<file path="config.mk">
export PLATFORM = sky130hd
export DESIGN_NAME = hier_pack
export DESIGN_NICKNAME = d
export VERILOG_FILES = /design/src/rtl/hier_pack.sv
export SDC_FILE = /design/constraint.sdc
export NUM_CORES = 1
export LEC_CHECK = 0
export BUFFER_PORTS_ARGS = -buffer_cell sky130_fd_sc_hd__buf_2
export CAP_MARGIN = 10
export CORE_UTILIZATION = 30
export CTS_BUF_LIST = sky130_fd_sc_hd__clkbuf_8
export CTS_CLUSTER_SIZE = 30
export DETAILED_ROUTE_END_ITERATION = 6
export PLACE_DENSITY = 0.47
export SYNTH_ARGS = -nofsm -noshare
export SYNTH_HDL_FRONTEND = slang
export SYNTH_SLANG_ARGS = --single-unit
</file>
<file path="constraint.sdc">
create_clock -name clk -period 5.8 [get_ports clk]
set_input_delay 0 -clock clk [delete_from_list [all_inputs] [get_ports clk]]
set_output_delay 0 -clock clk [all_outputs]
set_load 0.1 [all_outputs]
</file>
<file path="src/rtl/hier_pack.sv">
// Packs qualified single-bit results LSB-first into words, buffers them in a
// small FIFO and hands them out on valid/ready, with ones/drop statistics.
module hier_pack #(
  parameter int WORD_W = 8,
  parameter int DEPTH  = 4,
  parameter int CNT_W  = 16
) (
  input  logic                         clk,
  input  logic                         rst_n,
  input  logic                         in_valid,
  input  logic                         in_bit,
  input  logic                         flush,
  output logic                         out_valid,
  input  logic                         out_ready,
  output logic [WORD_W-1:0]            out_data,
  output logic [$clog2(WORD_W+1)-1:0]  out_len,
  output logic [CNT_W-1:0]             ones_cnt,
  output logic [CNT_W-1:0]             drop_cnt,
  output logic                         overflow
);

  localparam int LW = $clog2(WORD_W+1);
  localparam int AW = $clog2(DEPTH);

  typedef enum logic {EMPTY, FILL} state_t;

  state_t            state;
  logic [LW-1:0]     bcnt;
  logic [WORD_W-1:0] shreg;

  logic [WORD_W-1:0] ins_word;
  logic [LW-1:0]     ins_cnt;
  logic              word_done;
  logic              push;

  // The incoming bit is merged before the push decision, so a flush that
  // coincides with the completing bit yields a single full-length word.
  always_comb begin
    ins_word  = shreg | (WORD_W'(in_valid & in_bit) << bcnt);
    ins_cnt   = bcnt + LW'(in_valid);
    word_done = (ins_cnt == LW'(WORD_W));
    push      = word_done | (flush & (ins_cnt != '0));
  end

  always_ff @(posedge clk or negedge rst_n) begin
    if (!rst_n) begin
      state <= EMPTY;
      bcnt  <= '0;
      shreg <= '0;
    end else begin
      case (state)
        EMPTY: begin
          if (push) begin
            bcnt  <= '0;
            shreg <= '0;
          end else if (in_valid) begin
            bcnt  <= ins_cnt;
            shreg <= ins_word;
            state <= FILL;
          end
        end
        FILL: begin
          if (push) begin
            bcnt  <= '0;
            shreg <= '0;
            state <= EMPTY;
          end else begin
            bcnt  <= ins_cnt;
            shreg <= ins_word;
          end
        end
        default: begin
          bcnt  <= '0;
          shreg <= '0;
          state <= EMPTY;
        end
      endcase
    end
  end

  logic [WORD_W-1:0] data_mem [DEPTH];
  logic [LW-1:0]     len_mem  [DEPTH];
  logic [AW:0]       wptr, rptr;
  logic              fifo_empty, fifo_full, pop, push_ok;

  always_comb begin
    fifo_empty = (wptr == rptr);
    fifo_full  = (wptr[AW] != rptr[AW]) && (wptr[AW-1:0] == rptr[AW-1:0]);
    pop        = !fifo_empty && out_ready;
    push_ok    = push && (!fifo_full || pop);
  end

  assign out_valid = !fifo_empty;
  assign out_data  = data_mem[rptr[AW-1:0]];
  assign out_len   = len_mem[rptr[AW-1:0]];

  // When full with a simultaneous pop, the write slot is the one being
  // vacated, so writing and advancing both pointers is safe.
  always_ff @(posedge clk or negedge rst_n) begin
    if (!rst_n) begin
      wptr <= '0;
      rptr <= '0;
      for (int i = 0; i < DEPTH; i++) begin
        data_mem[i] <= '0;
        len_mem[i]  <= '0;
      end
    end else begin
      if (pop) rptr <= rptr + 1'b1;
      if (push_ok) begin
        data_mem[wptr[AW-1:0]] <= ins_word;
        len_mem[wptr[AW-1:0]]  <= ins_cnt;
        wptr                   <= wptr + 1'b1;
      end
    end
  end

  always_ff @(posedge clk or negedge rst_n) begin
    if (!rst_n) begin
      ones_cnt <= '0;
      drop_cnt <= '0;
      overflow <= 1'b0;
    end else begin
      if (in_valid && in_bit && ones_cnt != '1) ones_cnt <= ones_cnt + CNT_W'(1);
      if (push && !push_ok) begin
        overflow <= 1'b1;
        if (drop_cnt != '1) drop_cnt <= drop_cnt + CNT_W'(1);
      end
    end
  end

endmodule
</file>
=== Word-level counts from Yosys, hierarchy flattened ===
Index checks and enable logic that the tools add are counted.

* Register bits: 100
* Bits of input ports: 6
* Output and inout port bits: 46

* Add/sub/neg operators: 5
* $lt $le $gt $ge: 3
* Eq/ne operators: 7
* Shift operators: 1
* Muxes and demuxes: 24
* Bitwise logic cells: 7
* Reductions and logical operators: 13

{| class="wikitable"
|+ Operator list
! cell !! count
|-
| $mux 8 || 6
|-
| $add 16x1->16 const B || 2
|-
| $bwmux 32 || 1
|-
| $ne 16x16->1 const B || 2
|-
| $mux 4 || 6
|-
| $bmux 8 s2 || 1
|-
| $bwmux 16 || 1
|-
| $demux 8 s2 || 1
|-
| $pmux 8 s2 || 1
|-
| $bmux 4 s2 || 1
|-
| $demux 4 s2 || 1
|-
| $or 8x8->8 || 1
|-
| $pmux 4 s2 || 1
|-
| $shl 1x4->8 || 1
|-
| $logic_and 1x1->1 || 7
|-
| $add 3x1->3 const B || 2
|-
| $ge 3x3->1 const B || 2
|-
| $not 2->3 || 2
|-
| $add 4x1->4 || 1
|-
| $eq 4x4->1 const B || 1
|-
| $reduce_bool 4->1 || 1
|-
| $eq 3x3->1 || 1
|-
| $logic_not 1->1 || 3
|-
| $lt 3x1->1 const B || 1
|-
| 10 further kinds || 13
|}

=== Depth between registers and ports, before layout ===
Gate-level depths: netlist (run 1).

* Depth in word-level cells: 8
* Depth in mapped cells: 8
* Depth with buffers taken out: 7

=== Worst setup path after synthesis (run 1) ===
OpenSTA, ideal clock, no wires.

* Kind: flip-flop to flip-flop
* Start: reg drop_cnt[0]
* End: reg drop_cnt[1]
* Library setup time: 126 ps
* Arrival: 2447 ps
* Path slack: 3227 ps
* Stages on the path, launching flop included: 7
* Buffers on the path: 0
* Clock period less this slack: 2573 ps
* Cell sequence: dfrtp_1 -> ha_1 -> and3_1 -> nand2b_2 -> nor3_2 -> nor2_1 -> mux2_2

* Cells in the longest elaborated chain, start to end: 2

{| class="wikitable"
|+ RTL lines
! what !! line !! source
|-
| start: declaration || 18 || <nowiki>output logic [CNT_W-1:0] drop_cnt,</nowiki>
|-
| start signal: assignment || 126 || <nowiki>if (drop_cnt != '1) drop_cnt <= drop_cnt + CNT_W'(1);</nowiki>
|-
| branches (longest 2 deep; another with $add 16x1->16) || n/a ||
|}

Parallel ways; which one is timed is not known.
A chain may end at the register's enable or synchronous reset.

=== Final worst setup path (run 1) ===
* Start: reg rptr[0]
* End: reg drop_cnt[15]

* Cells in the longest elaborated chain, start to end: 8

{| class="wikitable"
|+ RTL lines
! what !! line !! source
|-
| start: declaration || 83 || <nowiki>logic [AW:0] wptr, rptr;</nowiki>
|-
| start signal: assignment || 108 || <nowiki>if (pop) rptr <= rptr + 1'b1;</nowiki>
|-
| $eq 3x3->1 / $eq 2x2->1 (equally long branches) || 87, 88 ||
|-
| $logic_not 1->1 / $logic_and 1x1->1 (equally long branches) || 89, 88 ||
|-
| $logic_and 1x1->1 / $logic_not 1->1 (equally long branches) || 89, 90 ||
|-
| $logic_or 1x1->1 * || 90 || <nowiki>push_ok = push && (!fifo_full || pop);</nowiki>
|-
| $logic_and 1x1->1 * || 90 ||
|-
| $logic_not 1->1 * || 124 || <nowiki>if (push && !push_ok) begin</nowiki>
|-
| $logic_and 1x1->1 * || 124 ||
|-
| $reduce_and 2->1 (no line) * || n/a ||
|}

Mark *: on every way between the ends. The rest lies on a longest branch, timed or not.

==> results_dict.tcl, run 1 <==
set metrics [dict create \
    ys_seq_area_frac 0.552 \
    clock-sinks 100 \
    place_area_um2 4990 \
    worst_slew_pin_slew_ns 1.01 \
    syn_area_per_cell_um2 11.5 \
    timing.rr.start "rptr[0]" \
    wl_per_cell_um 14.8 \
    comb_power_share 0.439 \
    r2r_cells 5 \
    leakage_nw 2.41 \
    cts.htree.levels 3 \
    via_per_inst 4.81 \
    yosysWarnings 0 \
    core-area_um2 14600 \
    final_nets 467 \
    cp.required_ns 6.06 \
    outcome "finished, violations left" \
    antenna_found_initial 0 \
    dr.pass1.iters 7 \
    root_buffer "clkbuf_8" \
    die_x_um 125 \
    drt_iter0_drc 125 \
    fin_area_um2 5210 \
    synthArstFlopShare 1.00 \
    finalCritPeriodShare 0.496 \
    n_antenna_cell 0 \
    synth_cells 395 \
    end_kind "flip-flop" \
    grt_start_max_net_pins 68 \
    power_frac_seq 0.391 \
    fp-row-count 44 \
    yosysUniqueCellTypes 41 \
    max_freq_mhz 348 \
    clk_latency_ns 0.36 \
    total_switching_power_mw 1.23 \
    cp_max_fo 16 \
    min-delay-start "in_valid" \
    critPathLaunch "rptr[0]" \
    worstSetupEndpoint "drop_cnt[15]" \
    postCtsSetupBuffers 0 \
    cp-start-kind "flip-flop" \
    clk_path_buf_depth 2 \
    syn_area_um2 4530 \
    hold_path_class "primary input to flip-flop" \
    r2r_slack_ns 2.93 \
    drv_cap 0 \
    postCtsResizedCells 0 \
    clk_pin_slew_worst_paths_ns 0.09 \
    setup_tns_ns 0 \
    path_class "flip-flop to flip-flop" \
    remaining_drc_errors 7 \
    rsz0062_at_grt "no" \
    routed-via-count 3081 \
    portBuffers 51 \
    place.gp.congestion 0.717 \
    ys_seq_elements 100 \
    slew_violations 0 \
    p_sw_frac 0.474 \
    pwr-share-clk 0.170 \
    grt_usage 0.134 \
    synthFlopType "dfrtp_1" \
    grt_pass1_wl_um 16400 \
    ioPinCount 52 \
    fin_crit_ns 2.87 \
    overflow 0 \
    final_common_cell "dfrtp_1" \
    relSlewSlack 0.326 \
    routed_wl_um 9490 \
    r2r-end "drop_cnt[15]" \
    dieArea_um2 15600 \
    syn_to_final_growth_pct 15.1 \
    violations "DRC" \
    initial_core_util 0.309 \
    dieHeight_um 125 \
    setup_ws_ns 2.93 \
    hold_viol_final 0 \
    arrival_ns 3.13 \
    cts_tree "built" \
    final_cell_mix "dfrtp_1 (100), nand2_1 (54), buf_2 (50), o21ai_0 (46), nor2_1 (26)" \
    synth_edf_count 0 \
    dp_slack_ns 2.89 \
    max-vdd-ir-drop_uv 510 \
    p_int_mw 1.36 \
    first_global_vias 3126 \
    clock_skew_ns 0.00620 \
    drive_above_1_share 0.235 \
    dp_hpwl_um 6420 \
    cts_buffers 9 \
    setup_viol 0 \
    syn-num-nets 410 \
    drtAntennaViolNets 0 \
    power_density_nw_per_um2 497 \
]
[final cells by class]
cell class	count	area [um^2]
Clock buffer	10	138
Clock inverter	5	52.6
Fill cell	1496	9430
Inverter	6	22.5
Multi-Input combinational cell	275	1940
Sequential cell	100	2500
Tap cell	184	230
Timing Repair Buffer	60	333
[power groups by stage]
stage | logic [mW] | registers [mW] | clock network (mW)
2_1_floorplan | 0.753 | 1.18 | 0
3_3_place_gp | 1.14 | 1.02 | 0
3_5_place_dp | 1.15 | 1.03 | 0
4_1_cts | 1.15 | 1.02 | 0.469
5_1_grt | 1.22 | 1.04 | 0.495
6_report | 1.14 | 1.01 | 0.441
[per-stage QoR]
step	std cells	hold WS (ns)	total power, mW	utilization
6_report	640	0.0332	2.59	0.356
5_1_grt	640	0.0486	2.76	0.356
4_1_cts	640	0.0176	2.64	0.356
3_5_place_dp	622	-0.0199	2.18	0.341
3_3_place_gp	622	-0.0271	2.16	0.341
2_1_floorplan	395	-0.296	1.94	-
[state kept, by name (all words and copies together), names as in the netlist]
name / cells
data_mem: 32
drop_cnt: 16
len_mem: 16
ones_cnt: 16
shreg: 8
bcnt: 4
rptr: 3
wptr: 3
overflow: 1
state: 1
[timing repair]
action | CTS | global route
endpoints found under the hold margin | 36 | 0
hold buffers | 3 | 0
setup endpoints to repair | 0 | 0
[metal layers]
metal,global-route usage,share of wire,up-vias,wire [um]
li1,-,-,1510,-
met1,0.178,0.49,1496,4650
met2,0.215,0.45,66,4300
met3,0.0318,0.042,9,402
met4,0.0452,0.015,0,138
met5,0,0,-,0
[synth_stat cells, drive strengths merged (2+ instances only)]
library cell | n | area, um^2
a21oi | 9 | 48.8
a31oi | 5 | 31.3
buf | 3 | 27.5
clkbuf | 11 | 42.5
dfrtp | 100 | 2500
ha | 9 | 113
inv | 6 | 22.5
mux2 | 14 | 158
mux4 | 12 | 270
nand2 | 54 | 203
nand3 | 11 | 67.6
nand4 | 15 | 93.8
nor2 | 26 | 97.6
nor2b | 2 | 12.5
nor3 | 12 | 65.1
nor3b | 2 | 15.0
nor4 | 3 | 31.3
nor4b | 3 | 26.3
o2111ai | 4 | 35.0
o21ai | 46 | 230
xnor2 | 18 | 165
xor2 | 20 | 183
[worst min-delay path by stage]
| stage | end | depth (start not counted) |
|---|---|---|
| after floorplan | bcnt[0] | 0 |
| after global placement | rptr[2] | 1 |
| after detailed placement | rptr[2] | 1 |
| after CTS | ones_cnt[2] | 3 |
| after global routing | bcnt[0] | 3 |
| final | state | 3 |
[critical path, cell delays in order, from the launching register on]
cell and delay [ns]:
dfrtp_1 1.02, xnor2_1 0.22, nand4b_1 0.30, a311o_4 0.51
nor4b_1 0.36, mux2_1 0.35
[logic make-up (layout without fill, tap and decap cells)]
kind of cell,count (synthesis),after routing,share of synthesized area
xor+xnor,38,38,0.0768
buf+inv,20,81,0.0204
fa+ha+maj,9,9,0.0249
compound gates,66,66,0.0823
mux,26,26,0.0944
flops,100,100,0.552
simple gates,136,136,0.149
No activity file was read; power rests on OpenSTA's default activity.
==> run 2, diff against run 1 <==
PLACE_DENSITY = 0.48   (was 0.47)
clock period = 2.6 ns   (was 5.8 ns; I/O delays follow)
==> results_dict.tcl, run 2 (synthesized netlist as in run 1, its figures left out) <==
set metrics [dict create \
    critPathLaunch "bcnt[0]" \
    rsz0062_at_grt "no" \
    root_buffer "clkbuf_8" \
    dp_hpwl_um 6720 \
    registers.top_by_ff_count "data_mem" \
    hold_viol_final 0 \
    routed-via-count 3160 \
    core-area_um2 14600 \
    finalCritPeriodShare 0.966 \
    first_global_vias 3295 \
    power_density_nw_per_um2 1100 \
    cpPeakStageDelay_ns 0.45 \
    min-delay-start "in_valid" \
    fp-row-count 44 \
    die_x_um 125 \
    max-vdd-ir-drop_uv 1250 \
    routed_wl_um 9660 \
    antenna_found_initial 0 \
    end_kind "flip-flop" \
    portBuffers 51 \
    clk_latency_ns 0.38 \
    cp-start-kind "flip-flop" \
    setup_tns_ns 0 \
    slew_violations 0 \
    drive_above_1_share 0.249 \
    wl_per_cell_um 14.8 \
    final_common_cell "dfrtp_1" \
    cts.htree.levels 3 \
    grt_usage 0.135 \
    via_per_inst 4.84 \
    grt_pass1_wl_um 16500 \
    max_freq_mhz 398 \
    postCtsSetupBuffers 0 \
    violations "DRC" \
    syn_to_final_growth_pct 17.4 \
    cts_tree "built" \
    ioPinCount 52 \
    remaining_drc_errors 6 \
    cp_common_cell "ha_1" \
    largest_reg_flops 32 \
    clock_skew_ns 0.0113 \
    initial_core_util 0.309 \
    grt_start_max_net_pins 66 \
    arrival_ns 2.77 \
    timing.rr.start "bcnt[0]" \
    n_antenna_cell 0 \
    cp_max_fo 11 \
    drt_iter0_drc 120 \
    clock-sinks 100 \
    outcome "finished, violations left" \
    cp.required_ns 2.86 \
    fin_crit_ns 2.51 \
    hold-worst-slack_ns 0.110 \
    clk_path_buf_depth 2 \
    final_nets 480 \
    path_cells "ha_1, ha_1, nor2_1, a21oi_2, a311o_4, nor4b_1, mux2_1" \
    clk_pin_slew_worst_paths_ns 0.09 \
    leakage_nw 2.48 \
    crit_path_top_delay_cell "a311o_4" \
    setup_viol 0 \
    cts_buffers 9 \
    path_buf_inv 0 \
    final_cell_mix "dfrtp_1 (100), nand2_1 (54), buf_2 (50), o21ai_0 (46), nor2_1 (26)" \
    dr.pass1.iters 6 \
    dieHeight_um 125 \
    path_class "flip-flop to flip-flop" \
    overflow 0 \
    hold_path_class "primary input to flip-flop" \
    drtAntennaViolNets 0 \
    dieArea_um2 15600 \
    cp_top_family "simple AND/OR/NAND/NOR gates" \
    relSlewSlack 0.426 \
    place.gp.congestion 0.743 \
    worst_slew_pin_slew_ns 0.861 \
    drv_cap 0 \
]
-- run 2: cell count changes in the layout (fill, tap and decap cells not counted), sizes merged --
cell      before  now
buf           57   70
inv            6    9
clkinv         3    1
clkinvlp       1    0
-- run 2: tightest hold or removal path: stages --
cell and delay (ns):
buf_2 0.13, buf_4 0.15, nor2_1 0.08, nor2_1 0.09
-- run 2: path summary, 6_finish.rpt --
path / to / slack (ns) / cells after the start
worst max-delay path: drop_cnt[15] / 0.09 / 7
worst min-delay path: state / 0.11 / 4
worst max register to register: drop_cnt[15] / 0.09 / 7
worst min register to register: data_mem[12] / 0.49 / 2
max in group asynchronous: data_mem[1] / 1.62 / 3
min in group asynchronous: wptr[2] / 0.26 / 2
-- run 2: layout make-up --
| type | count | area [um^2] |
|---|---|---|
| clock buffer | 10 | 138 |
| clock inverter | 5 | 46.3 |
| fill | 1495 | 9330 |
| inverter | 6 | 22.5 |
| multi-input combinational | 275 | 1940 |
| sequential | 100 | 2500 |
| tap | 184 | 230 |
| timing repair buffer | 73 | 443 |
-- run 2: routing by layer --
metal | track usage | vias to the layer above | wire, um
met5 | 0 | - | 0
met4 | 0.0452 | 0 | 130
met3 | 0.0344 | 12 | 355
met2 | 0.213 | 63 | 4340
met1 | 0.180 | 1551 | 4840
li1 | - | 1534 | -
-- run 2: repair_timing --
action | in CTS | in global routing
setup endpoints to repair | 0 | 0
hold buffers | 3 | 0
endpoints found under the hold margin | 66 | 0
gates resized for setup | 0 | 0
-- run 2: stage by stage --
stage / total power, mW / cells / utilization / setup WS [ns] / cell area [um^2]
2_1_floorplan: 4.32 / 395 / - / 0.0272 / 4530
3_3_place_gp: 4.91 / 635 / 0.349 / 0.189 / 5100
3_5_place_dp: 4.96 / 635 / 0.349 / 0.103 / 5100
4_1_cts: 5.96 / 653 / 0.363 / 0.0716 / 5320
5_1_grt: 6.23 / 653 / 0.363 / 0.00694 / 5320
6_report: 5.87 / 653 / 0.363 / 0.0887 / 5320
-- run 2: power by group --
group,switching [mW],internal (mW)
Clock,0.517,0.455
Sequential,0.243,1.89
Combinational,2.00,0.770
